==> config.mk <==
export PLATFORM = sky130hd
export DESIGN_NAME = bp_be_fe_queue_buffer
export DESIGN_NICKNAME = d
export VERILOG_FILES = /design/src/rtl/bp_be_fe_queue_buffer.sv
export SDC_FILE = /design/constraint.sdc
export NUM_CORES = 1
export LEC_CHECK = 0
export ABC_CLOCK_PERIOD_IN_PS = 14400
export BUFFER_PORTS_ARGS = -buffer_cell sky130_fd_sc_hd__buf_2
export CAP_MARGIN = 20
export CELL_PAD_IN_SITES_DETAIL_PLACEMENT = 0
export CELL_PAD_IN_SITES_GLOBAL_PLACEMENT = 1
export CORE_ASPECT_RATIO = 1.75
export CORE_MARGIN = 2
export CORE_UTILIZATION = 37
export CTS_CLUSTER_SIZE = 24
export DETAILED_ROUTE_END_ITERATION = 10
export PLACE_DENSITY_LB_ADDON = 0.1
export SLEW_MARGIN = 25
export SYNTH_ARGS = -nofsm -noshare
export SYNTH_HDL_FRONTEND = slang
export SYNTH_SLANG_ARGS = --single-unit
==> constraint.sdc <==
create_clock -name clk_i -period 14.4 [get_ports clk_i]
set_clock_uncertainty 0.2 [all_clocks]
set_input_delay 0.72 -clock clk_i [delete_from_list [all_inputs] [get_ports clk_i]]
set_output_delay 0.72 -clock clk_i [all_outputs]
set_load 0.005 [all_outputs]
==> src/rtl/bp_be_fe_queue_buffer.sv <==
// FE-to-BE queue buffer with speculative issue: entries stay held after issue
// until retired by deq_i, and roll_i rewinds the issue pointer for replay.
module bp_be_fe_queue_buffer #(
  parameter int els_p   = 8,
  parameter int width_p = 128
) (
  input  logic               clk_i,
  input  logic               reset_n_i,
  input  logic [width_p-1:0] data_i,
  input  logic               v_i,
  output logic               ready_o,
  output logic [width_p-1:0] data_o,
  output logic               v_o,
  input  logic               yumi_i,
  input  logic               clr_i,
  input  logic               roll_i,
  input  logic               deq_i,
  output logic               empty_o
);

  localparam int lg_els_lp = $clog2(els_p);

  // Index in the low bits, wrap bit on top; els_p is a power of two so +1 wraps for free.
  typedef logic [lg_els_lp:0] ptr_t;

  ptr_t               r_wptr, r_rptr, r_cptr;
  ptr_t               w_cptr_nxt;
  logic [width_p-1:0] r_mem [els_p];

  logic w_full, w_enq, w_yumi, w_deq;

  assign w_full  = (r_wptr[lg_els_lp-1:0] == r_cptr[lg_els_lp-1:0])
                && (r_wptr[lg_els_lp]     != r_cptr[lg_els_lp]);
  assign ready_o = ~w_full;
  assign v_o     = (r_rptr != r_wptr);
  assign data_o  = r_mem[r_rptr[lg_els_lp-1:0]];
  assign empty_o = (r_wptr == r_cptr);

  // Handshake qualifiers; reset and clear cancel any write into the array.
  assign w_enq  = v_i & ready_o & ~clr_i & reset_n_i;
  assign w_yumi = yumi_i & v_o;
  assign w_deq  = deq_i & (r_cptr != r_rptr);

  assign w_cptr_nxt = r_cptr + ptr_t'(w_deq);

  // NOTE: sequential state uses non-blocking assignments so every register
  // samples the pre-edge values of the others, regardless of statement order.
  always_ff @(posedge clk_i) begin
    if (!reset_n_i || clr_i) begin
      r_wptr <= '0;
      r_rptr <= '0;
      r_cptr <= '0;
    end else begin
      r_wptr <= r_wptr + ptr_t'(w_enq);
      r_cptr <= w_cptr_nxt;
      // A replay restarts issue at the oldest entry still held after this cycle's retire.
      if (roll_i) r_rptr <= w_cptr_nxt;
      else        r_rptr <= r_rptr + ptr_t'(w_yumi);
    end
  end

  // NOTE: the storage array has no reset; pointers alone define which entries
  // are valid, so the array maps onto plain RAM without a clear path.
  always_ff @(posedge clk_i) begin
    if (w_enq) r_mem[r_wptr[lg_els_lp-1:0]] <= data_i;
  end

endmodule

Yosys cells after proc, flatten, opt, wreduce, memory -nomap -nowiden
Memory sizes are Yosys's and may differ from the RTL's. A register that Yosys moved wholly into a read port is not among the register bits.
Cells that the tools add are included.
- bits in registers: 12
- RAM bits: 1024
- bits of input ports: 135
- logic and storage cells: 26
- memories kept: 1
- memory list (name ; depth ; bits a word ; read ports ; clocked after memory_dff ; write ports ; line ; RTL):
    r_mem ; 8 ; 128 ; 1 ; 1 ; 1 ; 28 ; logic [width_p-1:0] r_mem [els_p];
- add/subtract/negate cells: 3
- eq/ne operators: 5
- multiplexer cells: 4
- bitwise operators: 7
- reductions and logical operators: 3
- operators with widths (operator ; count):
    4-bit by 1-bit adder with 4-bit output ; 3
    4-bit inequality test ; 2
    1-bit bitwise AND ; 5
    4-bit == test ; 1
    4-bit two-way mux ; 1
    3-bit == test ; 1
    3-bit two-way mux ; 1
    1-bit two-way mux ; 2
    1-bit NOT ; 2
    1-bit logical AND ; 1
    1-bit zero test ; 1
    1-bit logical OR ; 1
    1-bit inequality test ; 1

Logic depth before layout (Yosys ltp)
Gate-level depths: netlist (run 1).
- depth after elaboration: 8
- gate-level depth with buffers: 11

Worst setup path after synthesis (run 1)
Ideal clock, no wire load.
- path kind: input to register
- start: in reset_n_i
- end: mem r_mem[0][0] (enable)
- setup time: 0.973 ns
- arrival time: 14.232 ns
- setup slack: -1.006 ns
- stages: 3
- path buffers: 0
- path through: nor2b_1 nand2_1 nor4b_1
- cells in the longest elaborated chain, start to end: 3
- ends and longest elaborated chain (what ; line ; RTL):
    start, declared ; 8 ; input logic reset_n_i,
    1-bit bitwise AND ; 40 ; assign w_enq = v_i & ready_o & ~clr_i & reset_n_i;
    1-bit two-way mux ; 65 ; if (w_enq) r_mem[r_wptr[lg_els_lp-1:0]] <= data_i;
    1-bit two-way mux (not written as such) ; 65 ;
    end, declared ; 28 ;
Every way passes these cells.

==> results of run 1 <==
==> final timing paths <==
kind / start / endpoint / slack, ns
max: r_rptr[0]$_SDFF_PP0_ / data_o[22] / 9.38
min: data_i[90] / r_mem[6][90]$_DFFE_PP_ / 0.1
max reg2reg: r_wptr[0]$_SDFF_PP0_ / r_mem[7][104]$_DFFE_PP_ / 10.60
min reg2reg: r_rptr[3]$_SDFF_PP0_ / r_rptr[3]$_SDFF_PP0_ / 0.36
==> registers in the layout, summed over array words and instances, names as in the netlist <==
signal and count:
r_mem 1024, r_cptr 4, r_rptr 4, r_wptr 4
==> worst max-delay path, stage by stage (launching register included) <==
cell and delay [ns]:
dfxtp_4 0.79, buf_4 0.72, buf_4 0.76, mux4_1 0.65
mux2_2 0.30, buf_2 0.14
==> logic make-up (layout without fill, tap and decap cells) <==
group           after synthesis  count (layout)  share of synthesized area
compound gates                2               2                   0.000472
other cells                   0               2                          0
xor+xnor                     17              17                    0.00375
fa+ha+maj                     6               6                    0.00189
flops                      1036            1036                      0.780
mux                         387             387                      0.194
simple gates                 40              40                    0.00592
buf+inv                      79             483                     0.0141
==> cell type report <==
class                           count  share of cell area
Timing Repair Buffer              305              0.0363
Multi-Input combinational cell    452               0.180
Inverter                            1           0.0000819
Sequential cell                  1036               0.676
Antenna cell                        2            0.000109
Clock buffer                      121              0.0577
Clock inverter                     56              0.0124
Tap cell                         1368              0.0373
==> metal layers <==
metal  track usage  part of all wire  vias up
li1              -                 -     7505
met3        0.0424             0.060      157
met1         0.196              0.40     9267
met5             0            0.0023        -
met2         0.279              0.51      376
met4        0.0551             0.022       36
==> cells in the final DEF, fill, tap and decap left out, types with 2 or more instances in the layout <==
cell,count
edfxtp_1,1024
buf_2,265
mux4_2,133
mux2_2,128
mux4_1,123
clkbuf_16,102
buf_4,37
clkinv_1,18
clkinv_2,18
clkbuf_1,17
bufinv_16,11
xor2_1,10
nor2_1,9
dfxtp_1,9
xnor2_1,7
ha_1,6
clkinvlp_4,6
nor4_2,5
and2_1,5
nand3_1,5
nor3_2,3
nand2b_1,3
mux2i_1,3
buf_12,3
dfxtp_4,3
diode_2,2
nand2_1,2
clkinv_4,2
clkbuf_8,2
==> power by group through the flow <==
| stage | clock network, mW | logic (mW) | registers (mW) |
|---|---|---|---|
| 2_1_floorplan | 0 | 0.0763 | 3.40 |
| 3_3_place_gp | 0 | 0.163 | 3.39 |
| 3_5_place_dp | 0 | 0.168 | 3.39 |
| 4_1_cts | 2.68 | 0.168 | 3.33 |
| 5_1_grt | 2.78 | 0.180 | 3.33 |
| 6_report | 2.59 | 0.162 | 3.33 |
==> per-stage QoR <==
step / utilization / hold WS [ns] / instance area, um^2 / instances
2_1_floorplan: - / 0.319 / 39700 / 1567
3_3_place_gp: 0.399 / 0.348 / 42600 / 3162
3_5_place_dp: 0.399 / 0.352 / 42600 / 3162
4_1_cts: 0.429 / 0.0314 / 45800 / 3339
5_1_grt: 0.429 / 0.0871 / 45800 / 3340
6_report: 0.429 / 0.0958 / 45800 / 3341
==> impl_metrics.py, run 1 <==
metrics = {
    "worst_hold_path": {
        "hold_depth": 1,
        "min_path_type": "in2reg",
    },
    "clock_network": {
        "cts_inserted_buffers": 97,
        "path_clk_slew_ns": 0.07,
        "clk_path_buf_depth": 3,
        "cts_sinks": 1036,
        "post_cts_resized": 0,
        "root_buffer": "clkbuf_16",
        "cts_tree": "built",
        "cts_setup_buffers": 0,
        "hold_buffers": 0,
        "clock_latency_ns": 0.67,
        "htreeDepth": 3,
    },
    "die": {
        "ios": 266,
        "start_util": 0.372,
        "die_area_um2": 110000,
        "dieWidth_um": 252,
        "core_um2": 107000,
        "die-height_um": 437,
        "core.rowCount": 159,
    },
    "route": {
        "viasPerCell": 5.19,
        "first_iter_violations": 877,
        "route.detailed.drc": 0,
        "final_antenna_net_count": 0,
        "totalWireLength_um": 88100,
        "wl_per_cell_um": 26.4,
        "first_pass_iters": 5,
        "num_vias": 17300,
    },
    "power_and_ir_drop": {
        "p_int_mw": 4.89,
        "seqPwrFrac": 0.547,
        "ir_worst_vdd_mv": 0.154,
        "powerDensity_nw_per_um2": 133,
        "switchingPower_mw": 1.19,
        "total_power_mw": 6.09,
        "comb_power_share": 0.027,
        "cellLeakagePower_nw": 14.6,
        "clkPwrFrac": 0.426,
        "switching_share": 0.196,
    },
    "sta": {
        "setup_viol": 0,
        "timing.final.ws_setup_ns": 9.38,
        "max_freq_mhz": 199,
        "finalHoldViolations": 0,
        "maxSlewViolCount": 0,
        "min_period_ns": 5.02,
        "tightest_slew_ns": 1.02,
        "rsz0062_at_grt": "no",
        "timing.final.crit_share": 0.348,
        "slew_headroom": 0.321,
        "setup_tns_ns": 0,
    },
    "critical_path": {
        "worst_ep_arrival_time_ns": 4.10,
        "reg2regPathDepth": 6,
        "crit_required_ns": 13.48,
        "setup.worst_path.end_class": "output port",
        "criticalPathCategory": "reg2out",
        "crit_path_max_fanout": 41,
        "start_kind": "flip-flop",
    },
    "logic_synthesis": {
        "ys_top_cells_by_count": "edfxtp_1 (1,024), mux4_2 (133), mux2_2 (128)",
        "yosysMostFrequentCell": "edfxtp_1",
        "synth_fp_nets": 1708,
        "ys_seq_elements": 1036,
        "synth_cell_types": 35,
        "synth_top_area_cell": "edfxtp_1",
        "synth_area_um2": 39700,
        "yosys_warnings": 0,
        "synth_seq_area_share": 0.780,
        "async_flop_share": 0,
        "synth_edf_count": 1024,
        "synth_top_cells_by_area": "edfxtp_1 (77%), mux4_1 (8.1%), mux4_2 (7.5%)",
        "synthFlopType": "edfxtp_1",
        "postSynthCellCount": 1567,
        "synth_top_area_frac": 0.774,
        "syn-mean-instance-area_um2": 25.4,
    },
    "cells_and_area": {
        "area.sequential_um2": 31000,
        "drive_above_1_share": 0.365,
        "multi_input_area_um2": 8230,
        "layout.nets": 2034,
        "syn_to_final_growth_pct": 15.4,
        "num-fill-cells": 9171,
    },
    "global_route": {
        "antenna_found_initial": 26,
        "grt_pass1_vias": 19000,
        "grt_pass1_wl_um": 129000,
        "globalRouteTotalUtil": 0.162,
        "grt_overflow": 0,
        "grt_start_max_net_pins": 114,
    },
    "run_status": {
        "status": "complete, no violations",
    },
    "placement": {
        "place_congestion": 0.683,
        "port_buffers": 265,
        "place.detailed.hpwl_um": 46900,
        "pre_cts_ws_ns": 9.96,
    },
    "flow_run": {
        "drv_cap": 0,
    },
}
Note: power is estimated with default switching activity, not from simulation.
==> run 2, diff against run 1 <==
--- a/config.mk
+++ b/config.mk
@@ -5,7 +5,7 @@
 export SDC_FILE = /design/constraint.sdc
 export NUM_CORES = 1
 export LEC_CHECK = 0
-export ABC_CLOCK_PERIOD_IN_PS = 14400
+export ABC_CLOCK_PERIOD_IN_PS = 4600
 export BUFFER_PORTS_ARGS = -buffer_cell sky130_fd_sc_hd__buf_2
 export CAP_MARGIN = 20
 export CELL_PAD_IN_SITES_DETAIL_PLACEMENT = 0
==> constraint.sdc (replaced) <==
create_clock -name clk_i -period 4.6 [get_ports clk_i]
set_clock_uncertainty 0.2 [all_clocks]
set_input_delay 0.23 -clock clk_i [delete_from_list [all_inputs] [get_ports clk_i]]
set_output_delay 0.23 -clock clk_i [all_outputs]
set_load 0.005 [all_outputs]
==> run 2 against run 1 <==
Combinational power rose to 3.8 times the previous value. Setup slack worse by 8.4 ns. Clock-buffer cell count up 3. Sequential share of layout area down 2.5 points. Register-to-register slack worse by 9.4 ns. Final cell count up 4.4%. Non-clock buffer count up 147. Critical path depth down 1. Global-route usage up 0.32 points. Critical path type unchanged.
==> impl_metrics.py, run 2 (synthesis results as in run 1) <==
metrics = {
    "route": {
        "totalWireLength_um": 89600,
        "first_pass_iters": 5,
        "viasPerCell": 5.09,
        "num_vias": 17800,
        "route.detailed.drc": 0,
        "final_antenna_net_count": 0,
        "wl_per_cell_um": 25.7,
        "first_iter_violations": 857,
    },
    "critical_path": {
        "endpoint": "data_o[12]",
        "rrSetupSlack_ns": 1.17,
        "crit_path_max_fanout": 40,
        "crit_path_start": "r_rptr[0]$_SDFF_PP0_",
        "worstReg2RegStart": "r_rptr[2]$_SDFF_PP0_",
        "reg2regPathDepth": 7,
        "worst_ep_arrival_time_ns": 3.16,
        "r2r-end": "r_rptr[0]$_SDFF_PP0_",
        "start_kind": "flip-flop",
        "setup.worst_path.end_class": "output port",
        "criticalPathCategory": "reg2out",
        "crit_required_ns": 4.17,
    },
    "sta": {
        "maxSlewViolCount": 0,
        "max_freq_mhz": 279,
        "timing.final.crit_share": 0.779,
        "setup_viol": 0,
        "finalHoldViolations": 0,
        "rsz0062_at_grt": "no",
        "min_period_ns": 3.59,
        "timing.final.ws_setup_ns": 1.01,
        "hold_slack_ns": 0.146,
        "tightest_slew_ns": 0.951,
        "slew_headroom": 0.366,
    },
    "power_and_ir_drop": {
        "switching_share": 0.197,
        "switchingPower_mw": 3.75,
        "clkPwrFrac": 0.419,
        "p_int_mw": 15.2,
        "powerDensity_nw_per_um2": 399,
        "cellLeakagePower_nw": 15.2,
        "comb_power_share": 0.032,
        "ir_worst_vdd_mv": 0.326,
        "seqPwrFrac": 0.549,
    },
    "run_status": {
        "status": "complete, no violations",
    },
    "clock_network": {
        "post_cts_resized": 0,
        "cts_inserted_buffers": 97,
        "cts_sinks": 1036,
        "clk_path_buf_depth": 3,
        "htreeDepth": 3,
        "cts_setup_buffers": 0,
        "clock_latency_ns": 0.67,
        "path_clk_slew_ns": 0.07,
        "cts_tree": "built",
        "hold_buffers": 138,
        "root_buffer": "clkbuf_16",
    },
    "cells_and_area": {
        "layout.nets": 2181,
        "multi_input_area_um2": 8360,
        "area.sequential_um2": 31000,
        "syn_to_final_growth_pct": 19.8,
        "final_common_cell": "edfxtp_1",
        "final_cell_mix": "edfxtp_1 (1,024), buf_2 (265), dlygate4sd3_1 (138)",
        "stdcell_count": 3489,
        "drive_above_1_share": 0.345,
        "largest_register_ffs": 1024,
        "num-fill-cells": 9102,
    },
    "die": {
        "core.rowCount": 159,
        "start_util": 0.372,
        "die_area_um2": 110000,
        "ios": 266,
        "dieWidth_um": 252,
        "die-height_um": 437,
        "core_um2": 107000,
    },
    "global_route": {
        "globalRouteTotalUtil": 0.165,
        "antenna_found_initial": 7,
        "grt_pass1_vias": 20000,
        "grt_pass1_wl_um": 132000,
        "grt_overflow": 0,
        "grt_start_max_net_pins": 91,
    },
    "placement": {
        "place_congestion": 0.687,
        "place.detailed.hpwl_um": 48800,
        "dp_cells": 3171,
        "pre_cts_ws_ns": 1.63,
        "port_buffers": 265,
    },
    "flow_run": {
        "drv_cap": 0,
    },
    "worst_hold_path": {
        "min_path_type": "in2reg",
    },
}
==> run 2: changes by cell type in the layout (fill, tap and decap cells not counted), moves of 3 or more <==
cell | previous run | this run
dlygate4sd3_1 | 0 | 138
buf_12 | 3 | 24
buf_4 | 37 | 24
clkbuf_1 | 17 | 24
clkinvlp_4 | 6 | 1
nor4_2 | 5 | 0
nor4_4 | 0 | 5
clkinv_2 | 18 | 22
nor3_2 | 3 | 0
nor3_4 | 0 | 3
xor2_1 | 10 | 7
xor2_4 | 0 | 3
==> run 2: how the worst min path moves through the flow <==
stage / to / start / cells after the start / slack [ns]
after floorplan: r_mem[0][0]$_DFFE_PP_ / data_i[0] / 0 / 0.13
after global placement: r_mem[6][44]$_DFFE_PP_ / data_i[44] / 1 / 0.29
after detailed placement: r_mem[5][38]$_DFFE_PP_ / data_i[38] / 1 / 0.30
after CTS: r_mem[2][44]$_DFFE_PP_ / data_i[44] / 2 / 0.08
after global routing: r_mem[5][25]$_DFFE_PP_ / data_i[25] / 2 / 0.14
final: r_mem[4][11]$_DFFE_PP_ / data_i[11] / 2 / 0.15
==> run 2: per-stage QoR <==
stage                     TNS (ns)  utilization  area, um^2  power, mW
after floorplan            -640.72            -       40000       10.9
after global placement           0        0.403       43100       11.1
after detailed placement         0        0.403       43100       11.2
after CTS                        0        0.445       47600       19.3
after global routing             0        0.445       47600       19.7
final                            0        0.445       47600       19.0
==> run 2: cell type report <==
cell class | count | share of cell area
Tap cell | 1368 | 0.0360
Antenna cell | 2 | 0.000105
Sequential cell | 1036 | 0.652
Timing Repair Buffer | 452 | 0.0710
Clock buffer | 124 | 0.0545
Clock inverter | 54 | 0.0109
Inverter | 1 | 0.0000789
Multi-Input combinational cell | 452 | 0.176
==> run 2: metal layers <==
metal  up-vias  global-route usage  share of wire
li1       7806                   -              -
met1      9491               0.198           0.41
met2       349               0.296           0.53
met3       105              0.0357          0.047
met4         6              0.0475          0.019
met5         -                   0        0.00048
==> run 2: critical path: stages (launching register included) <==
cell and delay (ns):
dfxtp_4 0.97, buf_12 0.39, mux4_2 0.55, mux2_2 0.34
buf_2 0.15
==> run 2: power groups by stage <==
stage               Clock [mW]  Sequential (mW)  Combinational (mW)
CTS                       8.24             10.4               0.638
global placement             0             10.6               0.515
floorplan                    0             10.6               0.242
detailed placement           0             10.6               0.532
global route              8.55             10.4               0.678
finish                    7.96             10.4               0.616
==> run 3, diff against run 2 <==
--- a/config.mk
+++ b/config.mk
@@ -5,7 +5,7 @@
 export SDC_FILE = /design/constraint.sdc
 export NUM_CORES = 1
 export LEC_CHECK = 0
-export ABC_CLOCK_PERIOD_IN_PS = 4600
+export ABC_CLOCK_PERIOD_IN_PS = 3400
 export BUFFER_PORTS_ARGS = -buffer_cell sky130_fd_sc_hd__buf_2
 export CAP_MARGIN = 20
 export CELL_PAD_IN_SITES_DETAIL_PLACEMENT = 0
==> constraint.sdc (replaced) <==
create_clock -name clk_i -period 3.4 [get_ports clk_i]
set_clock_uncertainty 0.2 [all_clocks]
set_input_delay 0.17 -clock clk_i [delete_from_list [all_inputs] [get_ports clk_i]]
set_output_delay 0.17 -clock clk_i [all_outputs]
set_load 0.005 [all_outputs]
==> run 3 against run 2 <==
Final cell count rose by 0.60%. Largest power group unchanged. Sequential cell count did not move. Worst hold slack got worse by 0.089 ns. Wire length is 3.3% higher. Sequential power rose by 36%. Clock-buffer cell count is 6 lower. First-iteration DRC count up 20%. Total power is 35% higher. Highest routed layer unchanged. Critical path depth grew 1. Non-clock buffer count rose by 23. Combinational power rose by 42%.
==> impl_metrics.py, run 3 (synthesis results as in run 1) <==
metrics = {
    "run_status": {
        "status": "complete, no violations",
    },
    "power_and_ir_drop": {
        "switchingPower_mw": 5.17,
        "switching_share": 0.201,
        "ir_worst_vdd_mv": 0.398,
        "powerDensity_nw_per_um2": 536,
        "clkPwrFrac": 0.418,
        "total_power_mw": 25.7,
        "cellLeakagePower_nw": 15.4,
        "p_int_mw": 20.5,
        "seqPwrFrac": 0.548,
        "comb_power_share": 0.034,
    },
    "sta": {
        "slew_headroom": 0.616,
        "setup_viol": 0,
        "tightest_slew_ns": 0.569,
        "timing.final.crit_share": 0.951,
        "min_period_ns": 3.23,
        "maxSlewViolCount": 0,
        "hold_slack_ns": 0.0572,
        "rsz0062_at_grt": "no",
        "max_freq_mhz": 309,
        "timing.final.ws_setup_ns": 0.168,
        "finalHoldViolations": 0,
    },
    "clock_network": {
        "cts_setup_buffers": 0,
        "clock_latency_ns": 0.67,
        "root_buffer": "clkbuf_16",
        "path_clk_slew_ns": 0.06,
        "htreeDepth": 3,
        "post_cts_resized": 0,
        "cts_sinks": 1036,
        "hold_buffers": 137,
        "cts_tree": "built",
        "clk_path_buf_depth": 3,
        "cts_inserted_buffers": 98,
    },
    "global_route": {
        "antenna_found_initial": 9,
        "grt_overflow": 0,
        "grt_start_max_net_pins": 67,
        "globalRouteTotalUtil": 0.170,
        "grt_pass1_vias": 20000,
        "grt_pass1_wl_um": 137000,
    },
    "die": {
        "start_util": 0.372,
        "dieWidth_um": 252,
        "ios": 266,
        "core_um2": 107000,
        "die_area_um2": 110000,
        "core.rowCount": 159,
        "die-height_um": 437,
    },
    "cells_and_area": {
        "largest_register_ffs": 1024,
        "layout.nets": 2205,
        "final_cell_mix": "edfxtp_1 (1,024), buf_2 (265), dlygate4sd3_1 (137)",
        "final_common_cell": "edfxtp_1",
        "syn_to_final_growth_pct": 20.8,
        "drive_above_1_share": 0.355,
        "num-fill-cells": 8985,
    },
    "placement": {
        "pre_cts_ws_ns": 0.556,
        "place.detailed.hpwl_um": 55700,
        "port_buffers": 265,
        "place_congestion": 0.696,
    },
    "critical_path": {
        "worst_path_max_delay_cell": "mux4_1",
        "setup.worst_path.end_class": "output port",
        "critPathBufInv": 3,
        "worstReg2RegStart": "r_wptr[2]$_SDFF_PP0_",
        "crit_required_ns": 3.03,
        "crit_path_start": "r_rptr[0]$_SDFF_PP0_",
        "crit_family": "multiplexers",
        "criticalPathCategory": "reg2out",
        "cp_cell_sequence": "buf_4 -> buf_12 -> mux4_1 -> mux2_2 -> buf_2",
        "start_kind": "flip-flop",
        "crit_path_max_fanout": 32,
        "worst_ep_arrival_time_ns": 2.86,
        "cpPeakStageDelay_ns": 0.64,
    },
    "route": {
        "first_pass_iters": 4,
        "first_iter_violations": 1025,
        "viasPerCell": 5.15,
        "totalWireLength_um": 92600,
        "final_antenna_net_count": 0,
        "num_vias": 18100,
        "wl_per_cell_um": 26.4,
        "route.detailed.drc": 0,
    },
    "worst_hold_path": {
        "hp-start": "v_i",
        "min_path_type": "in2reg",
    },
    "flow_run": {
        "drv_cap": 0,
    },
}
-- run 3: worst paths after layout --
check	to	cells past startpoint	slack, ns
setup / recovery	data_o[112]	5	0.17
hold / removal	r_mem[0][123]$_DFFE_PP_	3	0.06
setup reg to reg	r_rptr[2]$_SDFF_PP0_	9	0.52
hold reg to reg	r_rptr[3]$_SDFF_PP0_	2	0.39
-- run 3: area by class of cell --
class | count | area [um^2] | area share
clock buffers | 118 | 2600 | 0.0541
inverters | 1 | 3.75 | 0.0000782
multi-input cells | 452 | 8350 | 0.174
flip-flops and latches | 1036 | 31000 | 0.646
well taps | 1368 | 1710 | 0.0357
clock inverters | 59 | 526 | 0.0109
diodes | 1 | 2.50 | 0.0000521
repair buffers | 475 | 3810 | 0.0793
-- run 3: power groups by stage --
| stage | clock network [mW] | registers (mW) | logic, mW |
|---|---|---|---|
| 2_1_floorplan | 0 | 14.4 | 0.327 |
| 3_3_place_gp | 0 | 14.4 | 0.747 |
| 3_5_place_dp | 0 | 14.4 | 0.765 |
| 4_1_cts | 11.1 | 14.1 | 0.905 |
| 5_1_grt | 11.5 | 14.1 | 0.957 |
| 6_report | 10.7 | 14.1 | 0.874 |
-- run 3: metal layers --
layer  vias up  routed length (um)  GRT usage  share of wire
li1       7846                   -          -              -
met1      9726               39000      0.215           0.42
met4        12                1520     0.0435          0.016
met3       127                4100     0.0333          0.044
met5         -                  58          0        0.00063
met2       357               47900      0.298           0.52
-- run 3: worst min-delay path, stage by stage --
cell and delay (ns):
buf_2 0.13, nand2_1 0.33, nor4b_4 0.13
-- run 3: per-stage QoR --
stage	setup TNS, ns	util	instance area (um^2)	cells
finish	0	0.449	48000	3510
global route	0	0.449	48000	3510
CTS	0	0.449	48000	3509
detailed placement	0	0.407	43500	3195
global placement	0	0.407	43500	3195
floorplan	-1868.47	-	39900	1567
